**src/rtl/pipeline_hazard_controller.sv**
```systemverilog
// Hazard/forwarding controller for a 5-stage pipeline: ALU forward selects,
// load-use and branch-operand stalls, data-memory wait freeze, PC redirects.
module pipeline_hazard_controller #(
   parameter int MEM_TIMEOUT = 255,
   parameter int CNT_W       = 32
) (
   input  logic             clk,
   input  logic             reset,
   input  logic [4:0]       id_rs,
   input  logic [4:0]       id_rt,
   input  logic             id_branch,
   input  logic             id_jump,
   input  logic             id_jr,
   input  logic             branch_taken,
   input  logic [4:0]       ex_rs,
   input  logic [4:0]       ex_rt,
   input  logic [4:0]       idex_dest,
   input  logic             idex_regwrite,
   input  logic             idex_memread,
   input  logic [4:0]       exmem_dest,
   input  logic             exmem_regwrite,
   input  logic             exmem_memread,
   input  logic             exmem_memwrite,
   input  logic [4:0]       memwb_dest,
   input  logic             memwb_regwrite,
   input  logic             dmem_ready,
   output logic [1:0]       fwd_a,
   output logic [1:0]       fwd_b,
   output logic             stall_sel,
   output logic             pc_write,
   output logic             ifid_write,
   output logic             ifid_flush,
   output logic             branch_gate,
   output logic             jump_sel,
   output logic             jr_sel,
   output logic             freeze,
   output logic             mem_error,
   output logic [CNT_W-1:0] stall_cnt,
   output logic [CNT_W-1:0] flush_cnt
);

   typedef enum logic [1:0] {
      RUN      = 2'd0,
      STALL    = 2'd1,
      MEM_WAIT = 2'd2
   } state_t;

   localparam logic [7:0] TIMEOUT = 8'(MEM_TIMEOUT);

   state_t     state, state_nxt;
   logic [1:0] rem, rem_nxt;
   logic [7:0] wait_cnt;

   logic       lu_haz, br1_haz, br2_haz, ctrl_op, mw_haz, freeze_cond;
   logic [1:0] haz_len;

   function automatic logic [1:0] fwd_sel(
      input logic [4:0] src,
      input logic       em_wr, input logic [4:0] em_dest,
      input logic       mw_wr, input logic [4:0] mw_dest
   );
      if (em_wr && em_dest != 5'd0 && em_dest == src)
         return 2'd1;
      else if (mw_wr && mw_dest != 5'd0 && mw_dest == src)
         return 2'd2;
      else
         return 2'd0;
   endfunction

   // jr reads only rs; a branch compares rs and rt.
   function automatic logic op_match(
      input logic [4:0] dest, input logic [4:0] rs,
      input logic [4:0] rt,   input logic       uses_rt
   );
      return (dest != 5'd0) && (dest == rs || (uses_rt && dest == rt));
   endfunction

   function automatic logic [CNT_W-1:0] sat_inc(input logic [CNT_W-1:0] v);
      return (&v) ? v : v + CNT_W'(1);
   endfunction

   function automatic logic [7:0] sat_inc8(input logic [7:0] v);
      return (&v) ? v : v + 8'd1;
   endfunction

   always_comb begin
      ctrl_op = id_branch || id_jr;
      lu_haz  = idex_memread && idex_dest != 5'd0 &&
                (idex_dest == id_rs || idex_dest == id_rt);
      br2_haz = ctrl_op && idex_memread &&
                op_match(idex_dest, id_rs, id_rt, id_branch);
      br1_haz = ctrl_op &&
                ((idex_regwrite && !idex_memread &&
                  op_match(idex_dest, id_rs, id_rt, id_branch)) ||
                 (exmem_memread && op_match(exmem_dest, id_rs, id_rt, id_branch)));
      mw_haz  = (exmem_memread || exmem_memwrite) && !dmem_ready;
      if (br2_haz)
         haz_len = 2'd2;
      else if (lu_haz || br1_haz)
         haz_len = 2'd1;
      else
         haz_len = 2'd0;
      // Once waiting, only dmem_ready ends the freeze.
      freeze_cond = (state == MEM_WAIT) ? !dmem_ready : mw_haz;
   end

   always_comb begin
      state_nxt   = state;
      rem_nxt     = rem;
      fwd_a       = fwd_sel(ex_rs, exmem_regwrite, exmem_dest, memwb_regwrite, memwb_dest);
      fwd_b       = fwd_sel(ex_rt, exmem_regwrite, exmem_dest, memwb_regwrite, memwb_dest);
      stall_sel   = 1'b0;
      pc_write    = 1'b1;
      ifid_write  = 1'b1;
      ifid_flush  = 1'b0;
      branch_gate = 1'b0;
      jump_sel    = 1'b0;
      jr_sel      = 1'b0;
      freeze      = 1'b0;

      if (reset) begin
         state_nxt  = RUN;
         rem_nxt    = 2'd0;
         fwd_a      = 2'd0;
         fwd_b      = 2'd0;
         stall_sel  = 1'b1;
         pc_write   = 1'b0;
         ifid_write = 1'b0;
         ifid_flush = 1'b1;
      end else if (freeze_cond) begin
         freeze     = 1'b1;
         pc_write   = 1'b0;
         ifid_write = 1'b0;
         state_nxt  = MEM_WAIT;
      end else if (state != RUN && rem != 2'd0) begin
         // Remaining cycles of a multi-cycle stall, also resumed after a wait.
         stall_sel  = 1'b1;
         pc_write   = 1'b0;
         ifid_write = 1'b0;
         rem_nxt    = rem - 2'd1;
         state_nxt  = (rem == 2'd1) ? RUN : STALL;
      end else if (haz_len != 2'd0) begin
         stall_sel  = 1'b1;
         pc_write   = 1'b0;
         ifid_write = 1'b0;
         rem_nxt    = haz_len - 2'd1;
         state_nxt  = (haz_len > 2'd1) ? STALL : RUN;
      end else begin
         state_nxt = RUN;
         if (id_jr)
            jr_sel = 1'b1;
         else if (id_jump)
            jump_sel = 1'b1;
         else if (id_branch && branch_taken)
            branch_gate = 1'b1;
         ifid_flush = jr_sel || jump_sel || branch_gate;
      end
   end

   always_ff @(posedge clk) begin
      if (reset) begin
         state     <= RUN;
         rem       <= 2'd0;
         wait_cnt  <= 8'd0;
         mem_error <= 1'b0;
         stall_cnt <= '0;
         flush_cnt <= '0;
      end else begin
         state    <= state_nxt;
         rem      <= rem_nxt;
         wait_cnt <= freeze ? sat_inc8(wait_cnt) : 8'd0;
         if (freeze && wait_cnt >= TIMEOUT)
            mem_error <= 1'b1;
         if (stall_sel || freeze)
            stall_cnt <= sat_inc(stall_cnt);
         if (ifid_flush)
            flush_cnt <= sat_inc(flush_cnt);
      end
   end

endmodule

```
**config.mk**
```make
export PLATFORM = sky130hd
export DESIGN_NAME = pipeline_hazard_controller
export DESIGN_NICKNAME = d
export VERILOG_FILES = /design/src/rtl/pipeline_hazard_controller.sv
export SDC_FILE = /design/constraint.sdc
export NUM_CORES = 1
export LEC_CHECK = 0
export CAP_MARGIN = 10
export CELL_PAD_IN_SITES_DETAIL_PLACEMENT = 1
export CELL_PAD_IN_SITES_GLOBAL_PLACEMENT = 1
export CORE_ASPECT_RATIO = 1.25
export CORE_UTILIZATION = 41
export DETAILED_ROUTE_END_ITERATION = 12
export DONT_BUFFER_PORTS = 1
export MAX_ROUTING_LAYER = met4
export PLACE_DENSITY_LB_ADDON = 0.1
export SETUP_SLACK_MARGIN = 0.1
export SLEW_MARGIN = 0
export SYNTH_ARGS = -nofsm -noshare
export SYNTH_HDL_FRONTEND = slang
export SYNTH_SLANG_ARGS = --single-unit
```
**constraint.sdc**
```tcl
create_clock -name clk -period 2.1 [get_ports clk]
set_input_delay 0 -clock clk [delete_from_list [all_inputs] [get_ports clk]]
set_output_delay 0 -clock clk [all_outputs]
set_load 0.01 [all_outputs]
```
After elaboration in Yosys (flattened, before gate mapping)
Cells that the tools add are included.
{ "totals": {"output_inout_bits": 77, "inputBits": 48, "word_cells": 137, "ff_bits": 77} }
{ "classes": {"mux": 60, "n_lt_le_gt_ge": 2, "reduce_logical": 49, "add_sub_neg": 5, "eq_ne": 10, "bitwise": 4} }
{ "ops": {"columns": ["op", "count"], "rows": [
  ["$add A32 B1 Y32 const B", 2],
  ["$reduce_and A32 Y1", 2],
  ["$mux W1", 50],
  ["$eq A5 B5 Y1", 8],
  ["$logic_and A1 B1 Y1", 22],
  ["$mux W2", 10],
  ["$reduce_bool A5 Y1", 3],
  ["$logic_or A1 B1 Y1", 10],
  ["$add A8 B1 Y8 const B", 1],
  ["$ge A8 B8 Y1 const B", 1],
  ["$reduce_and A8 Y1", 1],
  ["$reduce_bool A2 Y1", 4],
  ["$reduce_and A2 Y1", 3],
  ["$not A1 Y1", 4],
  ["$reduce_or A2 Y1", 2],
  ["$sub A2 B1 Y2 const B", 2],
  ["$eq A2 B1 Y1 const B", 1],
  ["$eq A2 B2 Y1 const B", 1],
  ["$gt A2 B1 Y1 const B", 1],
  ["$logic_not A1 Y1", 2]
]} }

Logic depth before layout (Yosys ltp)
Gate-level depths: netlist of run 1.
{ "logic_depth": {"depth_word": 22, "mapped_depth": 12, "depth_no_buf": 8} }

Least setup slack after synthesis of run 1
OpenSTA, ideal clock, no wires.
{ "synth_timing": {"path_kind": "reg-to-reg", "start": "reg stall_cnt[6]", "end": "reg stall_cnt[1]", "path_stages_with_launch": 11, "setup_time_ns": 0.128, "t_arrival_ns": 2.196, "n_path_buf": 3, "required_time_ns": 1.972, "period_less_slack_ns": 2.324, "setup_slack_ns": -0.224, "path_cell_list": "dfxtp_1 > nand4_1 > nor4_1 > nand4_1 > nor2_1 > a31o_1 > buf_6 > buf_6 > buf_2 > mux2i_1 > nor2_1"} }
{ "synth_between": {"elab_chain_len": 3} }
{ "synth_lines": {"columns": ["item", "line_no", "rtl"], "rows": [
  ["start, declared", "38", "output logic [CNT_W-1:0] stall_cnt,"],
  ["start signal, assigned", "175", "stall_cnt <= sat_inc(stall_cnt);"],
  ["$reduce_and A32 Y1", "79", "return (&v) ? v : v + CNT_W'(1);"],
  ["$not A1 Y1 (no source line)", null, null],
  ["$reduce_and A2 Y1 (no source line)", null, null]
]} }
Every way passes these cells.
A chain may end at the register's enable or synchronous reset.

Worst setup path in the final report of run 1
{ "layout_timing": {"start": "reg stall_cnt[6]", "end": "reg stall_cnt[27]"} }
{ "layout_between": {"elab_chain_len": 3, "elab_cells_between_ends": 4, "classes_between": "add/sub: 1; bitwise: 1; reduce/logical: 2"} }
{ "layout_lines": {"columns": ["item"], "rows": [
  ["branches (longest 3 deep; another with $add A32 B1 Y32)"]
]} }
Several ways; the timed one is not identified.

==> results of run 1 <==
## power by group
group	switching, W	total (W)	internal [W]
combinational	0.000219	0.000442	0.000223
clock	0.000625	0.00158	0.000952
sequential	0.0000132	0.00149	0.00148
total	0.000856	0.00351	0.00265
## per-stage QoR
step / area (sq um) / hold WS (ns) / power, W / util
finish: 6610 / -0.271 / 0.00351 / 0.644
detailed placement: 5300 / 0.0535 / 0.00183 / 0.516
global placement: 5300 / 0.0537 / 0.00181 / 0.516
CTS: 5800 / -0.277 / 0.00341 / 0.566
floorplan: 4480 / 0.0495 / 0.00175 / -
global route: 6610 / -0.281 / 0.00361 / 0.644
## final cells by class
| class | instances | area (sq um) | share of cell area |
|---|---|---|---|
| clock inverter | 4 | 48.8 | 0.00738 |
| inverter | 18 | 67.6 | 0.0102 |
| sequential | 77 | 1570 | 0.237 |
| multi-input combinational | 437 | 3210 | 0.486 |
| clock buffer | 12 | 246 | 0.0373 |
| tap | 129 | 161 | 0.0244 |
| timing repair buffer | 148 | 1310 | 0.197 |
## per-layer routing
layer,part of all wire,wire length [um]
met1,0.39,6980
met2,0.52,9310
met3,0.054,965
met4,0.027,482
met5,0,0
## state kept, by name (all words and copies together) (netlist names)
register / cells
mem_error: 1
rem: 2
flush_cnt: 32
wait_cnt: 8
state: 2
stall_cnt: 32
## timing repair
item,in CTS,in global routing
hold endpoints to repair,68,62
setup endpoints to repair,37,68
setup buffers,3,24
pin swaps,3,59
gates resized for setup,16,147
cloned,1,6
## cells in the final DEF (no fill, tap or decap), types with 15 or more instances in the layout
cell	n
a21oi_2	25
nand3_1	28
o21ai_0	27
nor2_1	34
xnor2_1	15
or3_1	26
nand2_1	30
a21oi_1	30
dfxtp_1	59
dfxtp_2	16
buf_4	118
nand4_1	24
xor2_1	33
inv_1	15
## how the worst max path moves through the flow
stage	from	end	slack (ns)	cells past startpoint
6_report	stall_cnt[6]	stall_cnt[27]	-0.05	9
5_1_grt	stall_cnt[8]	stall_cnt[27]	-0.12	9
4_1_cts	state[0]	stall_cnt[20]	0.01	8
3_5_place_dp	stall_cnt[6]	stall_cnt[28]	-0.06	7
3_3_place_gp	stall_cnt[6]	stall_cnt[28]	0.003	7
2_1_floorplan	stall_cnt[14]	stall_cnt[1]	0.02	10
## cell families after synthesis
kind of cell | count (synthesis) | share of synthesized area
AND/OR/NAND/NOR | 248 | 0.308
AO/OA/AOI/OAI | 128 | 0.168
flip-flops | 77 | 0.350
multiplexers | 6 | 0.0148
adder cells (fa/ha/maj) | 5 | 0.0142
buffers and inverters | 47 | 0.0488
XOR/XNOR | 49 | 0.0973
==> results.yml, run 1 <==
grt:
  gr-usage-met2: 0.458
  grt.busiest_layer: "met2"
  use_met1: 0.285
  first_global_vias: 4905
  met3_usage: 0.0620
  grt_pass1_wl_um: 22700
  grtUsageTotal: 0.259
  grt.overflow.total: 0
  grt_max_degree: 79
  antenna_found_initial: 0
clocking:
  root_buffer: "clkbuf_16"
  cts_max_level: 3
  cts_tree: "yes"
  cts_hold_buf: 10
  clk_pin_slew_ns: 0.06
  clock-sinks: 77
  clk-insertion-delay-late_ns: 0.34
  numCtsBuffers: 9
  clock_path_buffers: 2
placed_design:
  dp.cells: 766
  place.gp.congestion: 0.834
  port_buffers: 0
  hpwl_um: 10200
  pre_cts_slack_ns: -0.0557
drt:
  initialDrtViolationCount: 277
  drc: 0
  vias: 5072
  viasPerCell: 6.15
  dr.pass1.iters: 4
  wire_per_inst_um: 21.5
  totalWireLength_um: 17700
  ant_nets: 0
synthesis:
  synthTopCellsByCount: "dfxtp_1 (77), a21oi_1 (56), o21ai_0 (41), nor2_1 (38), or3_1 (37)"
  syn_area_sq_um: 4410
  ys_types: 45
  syn_inst: 560
  synthArstFlopShare: 0
  ys_warn_count: 0
  synth_seq_area_share: 0.350
  ys_ff_latch: 77
  yosysTopAreaCell: "dfxtp_1"
  synth-edff-count: 0
  yosys_most_used_dff: "dfxtp_1"
  syn_avg_cell_area_sq_um: 7.87
  netlist_top_cells_area: "dfxtp_1 (35%), xor2_1 (6.8%), a21oi_1 (6.4%)"
  synth_top_area_share: 0.350
  synth_fp_nets: 613
  synth_most_common_cell: "dfxtp_1"
critical_path:
  crit_family: "simple AND/OR/NAND/NOR gates"
  path_max_fanout: 4
  critPathKind: "reg2reg"
  slowest_delay_ns: 0.51
  arrival_ns: 2.43
  critPathCaptureType: "flop"
  r2r-end: "stall_cnt[27]"
  timing.rr.start: "stall_cnt[6]"
  worstPathCellList: "nand4_1 -> buf_6 -> nor3_4 -> nand3_2 -> nor3_4 -> buf_4 -> nand3_4 -> or4_4 -> a21oi_2"
  ff2ff_setup_slack_ns: -0.05
  crit_path_top_delay_cell: "or4_4"
  path_buf_inv: 2
  cp-start-kind: "flop"
  required_ns: 2.38
  r2r.worst_path.cells: 9
  cpMostUsedCell: "nor3_4"
power_and_ir_drop:
  ir_worst_vdd_v: 0.000395
  p_per_area_nw_per_um2: 531
  leakage_nw: 2.50
final_layout:
  insertedDiodeCount: 0
  drive_gt1_frac: 0.408
  nets: 744
  nFillCells: 1187
  synthToLayoutAreaGrowth_pct: 49.9
  stdcell_count: 825
timing:
  max_slew_margin: 0.614
  fin_crit_sh: 1.02
  hold_violations: 61
  slew_violations: 0
  setup_tns_ns: -0.104
  fin_hold_ws_ns: -0.271
  tightest_slew_ns: 0.574
  period_minus_slack_ns: 2.15
  setup_viol: 7
  max_freq_ghz: 0.466
  setup_slack_ns: -0.0482
  skew_ns: 0.00892
  rsz0062_at_grt: "true"
floorplan:
  io_pins: 125
  core_sq_um: 10300
  dieArea_sq_um: 11200
  num_rows: 41
  fp.dieH_um: 118
  start_util: 0.430
  fp.dieW_um: 94.8
run_status:
  status: "finished, violations left"
  violations: "hold timing, setup timing"
run:
  max-cap-violations: 0
hold_path:
  hold_path.class: "in2reg"
  hold_start: "reset"
  hold_end: "mem_error"
  hold_path_depth: 1
(Power assumes the default switching activity.)
==> inputs of run 2 (changes only) <==
--- a/config.mk
+++ b/config.mk
@@ -15,6 +15,7 @@
 export MAX_ROUTING_LAYER = met4
 export PLACE_DENSITY_LB_ADDON = 0.1
 export SETUP_SLACK_MARGIN = 0.1
+export SKIP_LAST_GASP = 1
 export SLEW_MARGIN = 0
 export SYNTH_ARGS = -nofsm -noshare
 export SYNTH_HDL_FRONTEND = slang
==> results.yml, run 2 (synthesis gave the netlist of run 1 again) <==
run_status:
  violations: "hold timing, setup timing"
  status: "finished, violations left"
timing:
  period_minus_slack_ns: 2.16
  setup_tns_ns: -0.0849
  setup_slack_ns: -0.0575
  setup_viol: 2
  rsz0062_at_grt: "true"
  tightest_slew_ns: 0.563
  fin_hold_ws_ns: -0.271
  max_freq_ghz: 0.463
  skew_ns: 0.00770
  hold_violations: 62
  fin_crit_sh: 1.03
  slew_violations: 0
  max_slew_margin: 0.621
critical_path:
  cp-start-kind: "flop"
  cp-startpoint: "stall_cnt[6]"
  required_ns: 2.36
  worstPathCellList: "nand4_1 -> buf_6 -> nor3_4 -> nand3_2 -> nor3_4 -> buf_4 -> nand3_4 -> or4_1 -> a21oi_1"
  critPathCaptureType: "flop"
  timing.rr.start: "stall_cnt[6]"
  crit_path_top_delay_cell: "or4_1"
  slowest_delay_ns: 0.49
  arrival_ns: 2.42
  path_max_fanout: 4
  critPathKind: "reg2reg"
  cpMostUsedCell: "nor3_4"
grt:
  antenna_found_initial: 0
  grtUsageTotal: 0.259
  grt_max_degree: 79
  grt.overflow.total: 0
  grt_pass1_wl_um: 22700
  first_global_vias: 4905
clocking:
  numCtsBuffers: 9
  clock_path_buffers: 2
  cts_hold_buf: 10
  root_buffer: "clkbuf_16"
  clk_pin_slew_ns: 0.07
  clk-insertion-delay-late_ns: 0.34
  cts_max_level: 3
  cts_tree: "yes"
  clock-sinks: 77
floorplan:
  num_rows: 41
  fp.dieW_um: 94.8
  dieArea_sq_um: 11200
  core_sq_um: 10300
  io_pins: 125
  fp.dieH_um: 118
  start_util: 0.430
drt:
  dr.pass1.iters: 4
  initialDrtViolationCount: 270
  drc: 0
  vias: 5009
  totalWireLength_um: 17100
  ant_nets: 0
  wire_per_inst_um: 20.7
  viasPerCell: 6.07
placed_design:
  place.gp.congestion: 0.834
  hpwl_um: 10200
  port_buffers: 0
  dp.cells: 766
final_layout:
  final_common_cell: "buf_4"
  stdcell_count: 825
  drive_gt1_frac: 0.391
  nFillCells: 1205
  insertedDiodeCount: 0
  final_cell_mix: "buf_4 (120), dfxtp_1 (59), a21oi_1 (34), nor2_1 (34), xor2_1 (33)"
  top_regs: "flush_cnt (32), stall_cnt (32), wait_cnt (8)"
  nets: 744
  synthToLayoutAreaGrowth_pct: 48.0
power_and_ir_drop:
  p_total_w: 0.00350
  ir_worst_vdd_v: 0.000435
  p_per_area_nw_per_um2: 537
  leakage_nw: 2.48
hold_path:
  hold_start: "reset"
  hold_path.class: "in2reg"
run:
  max-cap-violations: 0
-- run 2: path summary, 6_finish.rpt --
| kind | end | slack [ns] | cells past startpoint |
|---|---|---|---|
| min | mem_error | -0.27 | 1 |
| max | stall_cnt[27] | -0.06 | 9 |
| max reg2reg | stall_cnt[27] | -0.06 | 9 |
| min reg2reg | wait_cnt[1] | 0.48 | 2 |
-- run 2: where the power goes --
part | switching (W) | total [W] | leakage (nW) | internal [W]
Clock | 0.000628 | 0.00158 | 0.147 | 0.000952
Sequential | 0.0000138 | 0.00149 | 0.631 | 0.00148
Combinational | 0.000211 | 0.000431 | 1.70 | 0.000220
Total | 0.000853 | 0.00350 | 2.48 | 0.00265
-- run 2: cell type report --
| class | count | area (sq um) | area share |
|---|---|---|---|
| multi-input cells | 437 | 3140 | 0.481 |
| flip-flops and latches | 77 | 1570 | 0.241 |
| repair buffers | 148 | 1290 | 0.198 |
| clock buffers | 12 | 246 | 0.0378 |
| well taps | 129 | 161 | 0.0247 |
| inverters | 18 | 67.6 | 0.0104 |
| clock inverters | 4 | 48.8 | 0.00748 |
-- run 2: through the flow --
step	setup WS (ns)	cell area (sq um)	utilization
3_3_place_gp	0.00332	5300	0.516
5_1_grt	-0.153	6520	0.636
4_1_cts	0.0118	5800	0.566
6_report	-0.0575	6520	0.636
2_1_floorplan	0.0160	4480	-
3_5_place_dp	-0.0557	5300	0.516
-- run 2: routing by layer --
metal,up-vias,wire length [um],GRT usage
met5,-,0,-
met4,0,405,0.0653
met3,38,1010,0.0620
met2,157,9070,0.458
met1,2488,6560,0.285
li1,2326,-,-
-- run 2: critical path: cells and delay by family (launching register included) --
| family | cells | cell delay [ns] |
|---|---|---|
| AOI/OAI and AO/OA | 1 | 0.18 |
| and+or+nand+nor | 6 | 1.23 |
| buffers and inverters | 2 | 0.32 |
| DFF | 1 | 0.34 |
-- run 2: repair_timing --
action	CTS	global route
buffers inserted	3	24
endpoints found under the setup margin	37	68
gates cloned	1	6
gates resized for setup	16	128
pin swaps	3	52
endpoints found under the hold margin	68	62
==> inputs of run 3 (changes only) <==
--- a/config.mk
+++ b/config.mk
@@ -5,11 +5,12 @@
 export SDC_FILE = /design/constraint.sdc
 export NUM_CORES = 1
 export LEC_CHECK = 0
+export ABC_AREA = 1
 export CAP_MARGIN = 10
 export CELL_PAD_IN_SITES_DETAIL_PLACEMENT = 1
 export CELL_PAD_IN_SITES_GLOBAL_PLACEMENT = 1
 export CORE_ASPECT_RATIO = 1.25
-export CORE_UTILIZATION = 41
+export CORE_UTILIZATION = 40
 export DETAILED_ROUTE_END_ITERATION = 12
 export DONT_BUFFER_PORTS = 1
 export MAX_ROUTING_LAYER = met4
==> results.yml, run 3 <==
grt:
  first_global_vias: 6249
  grt.overflow.total: 0
  grt_pass1_wl_um: 29500
  antenna_found_initial: 0
  grtUsageTotal: 0.282
  grt_max_degree: 51
power_and_ir_drop:
  leakage_nw: 2.59
  ir_worst_vdd_v: 0.000308
  p_per_area_nw_per_um2: 548
timing:
  fin_crit_sh: 0.947
  max_freq_ghz: 0.503
  setup_slack_ns: 0.112
  max_slew_margin: 0.579
  skew_ns: 0.00994
  slew_violations: 0
  setup_viol: 0
  tightest_slew_ns: 0.631
  hold_violations: 44
  rsz0062_at_grt: "true"
  period_minus_slack_ns: 1.99
  fin_hold_ws_ns: -0.295
critical_path:
  arrival_ns: 2.28
  critPathKind: "reg2reg"
  crit_family: "simple AND/OR/NAND/NOR gates"
  cp-start-kind: "flop"
  worstPathCellList: "buf_6 -> nand2_4 -> nor2_4 -> nand4_1 -> nor2_2 -> nand4_1 -> nand3b_1 -> buf_4 -> o21ai_2 -> nand2_1 -> nor2_1"
  required_ns: 2.40
  cp-startpoint: "flush_cnt[1]"
  slowest_delay_ns: 0.36
  cpMostUsedCell: "nand4_1"
  path_buf_inv: 2
  path_max_fanout: 4
  timing.rr.start: "flush_cnt[1]"
  crit_path_top_delay_cell: "dfxtp_2"
  critPathCaptureType: "flop"
synthesis:
  ys_types: 37
  synth_most_common_cell: "nand2_1"
  ys_ff_latch: 77
  synthArstFlopShare: 0
  syn_avg_cell_area_sq_um: 6.13
  synth_top_area_share: 0.290
  syn_inst: 866
  ys_warn_count: 0
  netlist_top_cells_area: "dfxtp_1 (29%), nand2_1 (16%), nor2_1 (8.8%)"
  syn_area_sq_um: 5310
  synth_fp_nets: 919
  synth-edff-count: 0
  synthTopCellsByCount: "nand2_1 (221), nor2_1 (124), inv_1 (109), dfxtp_1 (77), nand3_1 (62)"
  yosysTopAreaCell: "dfxtp_1"
  synth_seq_area_share: 0.290
  yosys_most_used_dff: "dfxtp_1"
clocking:
  clock_path_buffers: 2
  root_buffer: "clkbuf_16"
  clk_pin_slew_ns: 0.07
  clock-sinks: 77
  numCtsBuffers: 9
  cts_tree: "yes"
  clk-insertion-delay-late_ns: 0.35
  cts_max_level: 3
  cts_hold_buf: 3
drt:
  viasPerCell: 5.40
  drc: 0
  totalWireLength_um: 18800
  initialDrtViolationCount: 232
  ant_nets: 0
  wire_per_inst_um: 17.3
  dr.pass1.iters: 6
  vias: 5881
placed_design:
  postPlaceCellArea_sq_um: 5800
  pre_cts_slack_ns: -0.0170
  hpwl_um: 14500
  port_buffers: 0
  place.gp.congestion: 0.895
floorplan:
  num_rows: 46
  io_pins: 125
  start_util: 0.413
  dieArea_sq_um: 13700
  fp.dieW_um: 105
  fp.dieH_um: 131
  core_sq_um: 12800
final_layout:
  synthToLayoutAreaGrowth_pct: 20.8
  top_regs: "flush_cnt (32), stall_cnt (32), wait_cnt (8)"
  fin_area_sq_um: 6410
  nFillCells: 1755
  nets: 969
  final_common_cell: "nand2_1"
  final_cell_mix: "nand2_1 (218), nor2_1 (115), inv_1 (105)"
  insertedDiodeCount: 0
  drive_gt1_frac: 0.163
hold_path:
  hold_start: "reset"
  hold_path.class: "in2reg"
run:
  max-cap-violations: 0
run_status:
  violations: "hold timing"
  status: "finished, violations left"
[run 3: per-stage QoR]
step	util	std cells	total power (W)	hold WS, ns	TNS, ns
after detailed placement	0.452	1063	0.00188	0.0536	-0.0170
after floorplan	-	866	0.00178	0.0827	0
after CTS	0.483	1085	0.00350	-0.286	0
after global routing	0.499	1089	0.00362	-0.287	-0.0647
final	0.499	1089	0.00351	-0.295	0
after global placement	0.452	1063	0.00186	0.0561	0
[run 3: what timing repair did]
action,in CTS,in global routing
pin swaps,1,23
setup buffers,3,5
endpoints found under the setup margin,22,62
hold endpoints to repair,50,44
gates resized for setup,10,55
[run 3: kinds of logic after synthesis]
group	count (synthesis)	synth area share
AOI/OAI and AO/OA	94	0.0955
xor gates and xnor gates	47	0.0776
adders and majority gates	5	0.0118
buffers and inverters	142	0.108
DFF	77	0.290
and+or+nand+nor	501	0.416
[run 3: area by class of cell]
type	instances	area (sq um)	area share
repair buffers	65	523	0.0816
clock inverters	5	58.8	0.00917
clock buffers	11	243	0.0379
flip-flops and latches	77	1560	0.243
multi-input cells	647	3380	0.527
well taps	168	210	0.0328
inverters	116	435	0.0679
[run 3: power breakdown]
part / switching (W) / total (W) / internal (W)
Combinational: 0.000249 / 0.000393 / 0.000144
Clock: 0.000669 / 0.00163 / 0.000957
Sequential: 0.0000151 / 0.00149 / 0.00148
Total: 0.000933 / 0.00351 / 0.00258
[run 3: metal layers]
layer / part of all wire / GRT usage / vias up
met2: 0.54 / 0.554 / 144
met5: 0 / - / -
li1: - / - / 2886
met4: 0.039 / 0.143 / 0
met1: 0.37 / 0.258 / 2804
met3: 0.048 / 0.0575 / 47
[run 3: final timing paths]
check	to	slack, ns	cells after the start
setup / recovery	flush_cnt[23]	0.11	11
hold / removal	flush_cnt[23]	-0.30	1
setup reg to reg	flush_cnt[23]	0.11	11
hold reg to reg	wait_cnt[6]	0.47	2
[run 3: worst register-to-register path: cells and delay by family, from the launching register on]
kind	cells	cell delay [ns]
compound gates	1	0.10
buf+inv	2	0.32
flops	1	0.36
simple gates	8	1.18
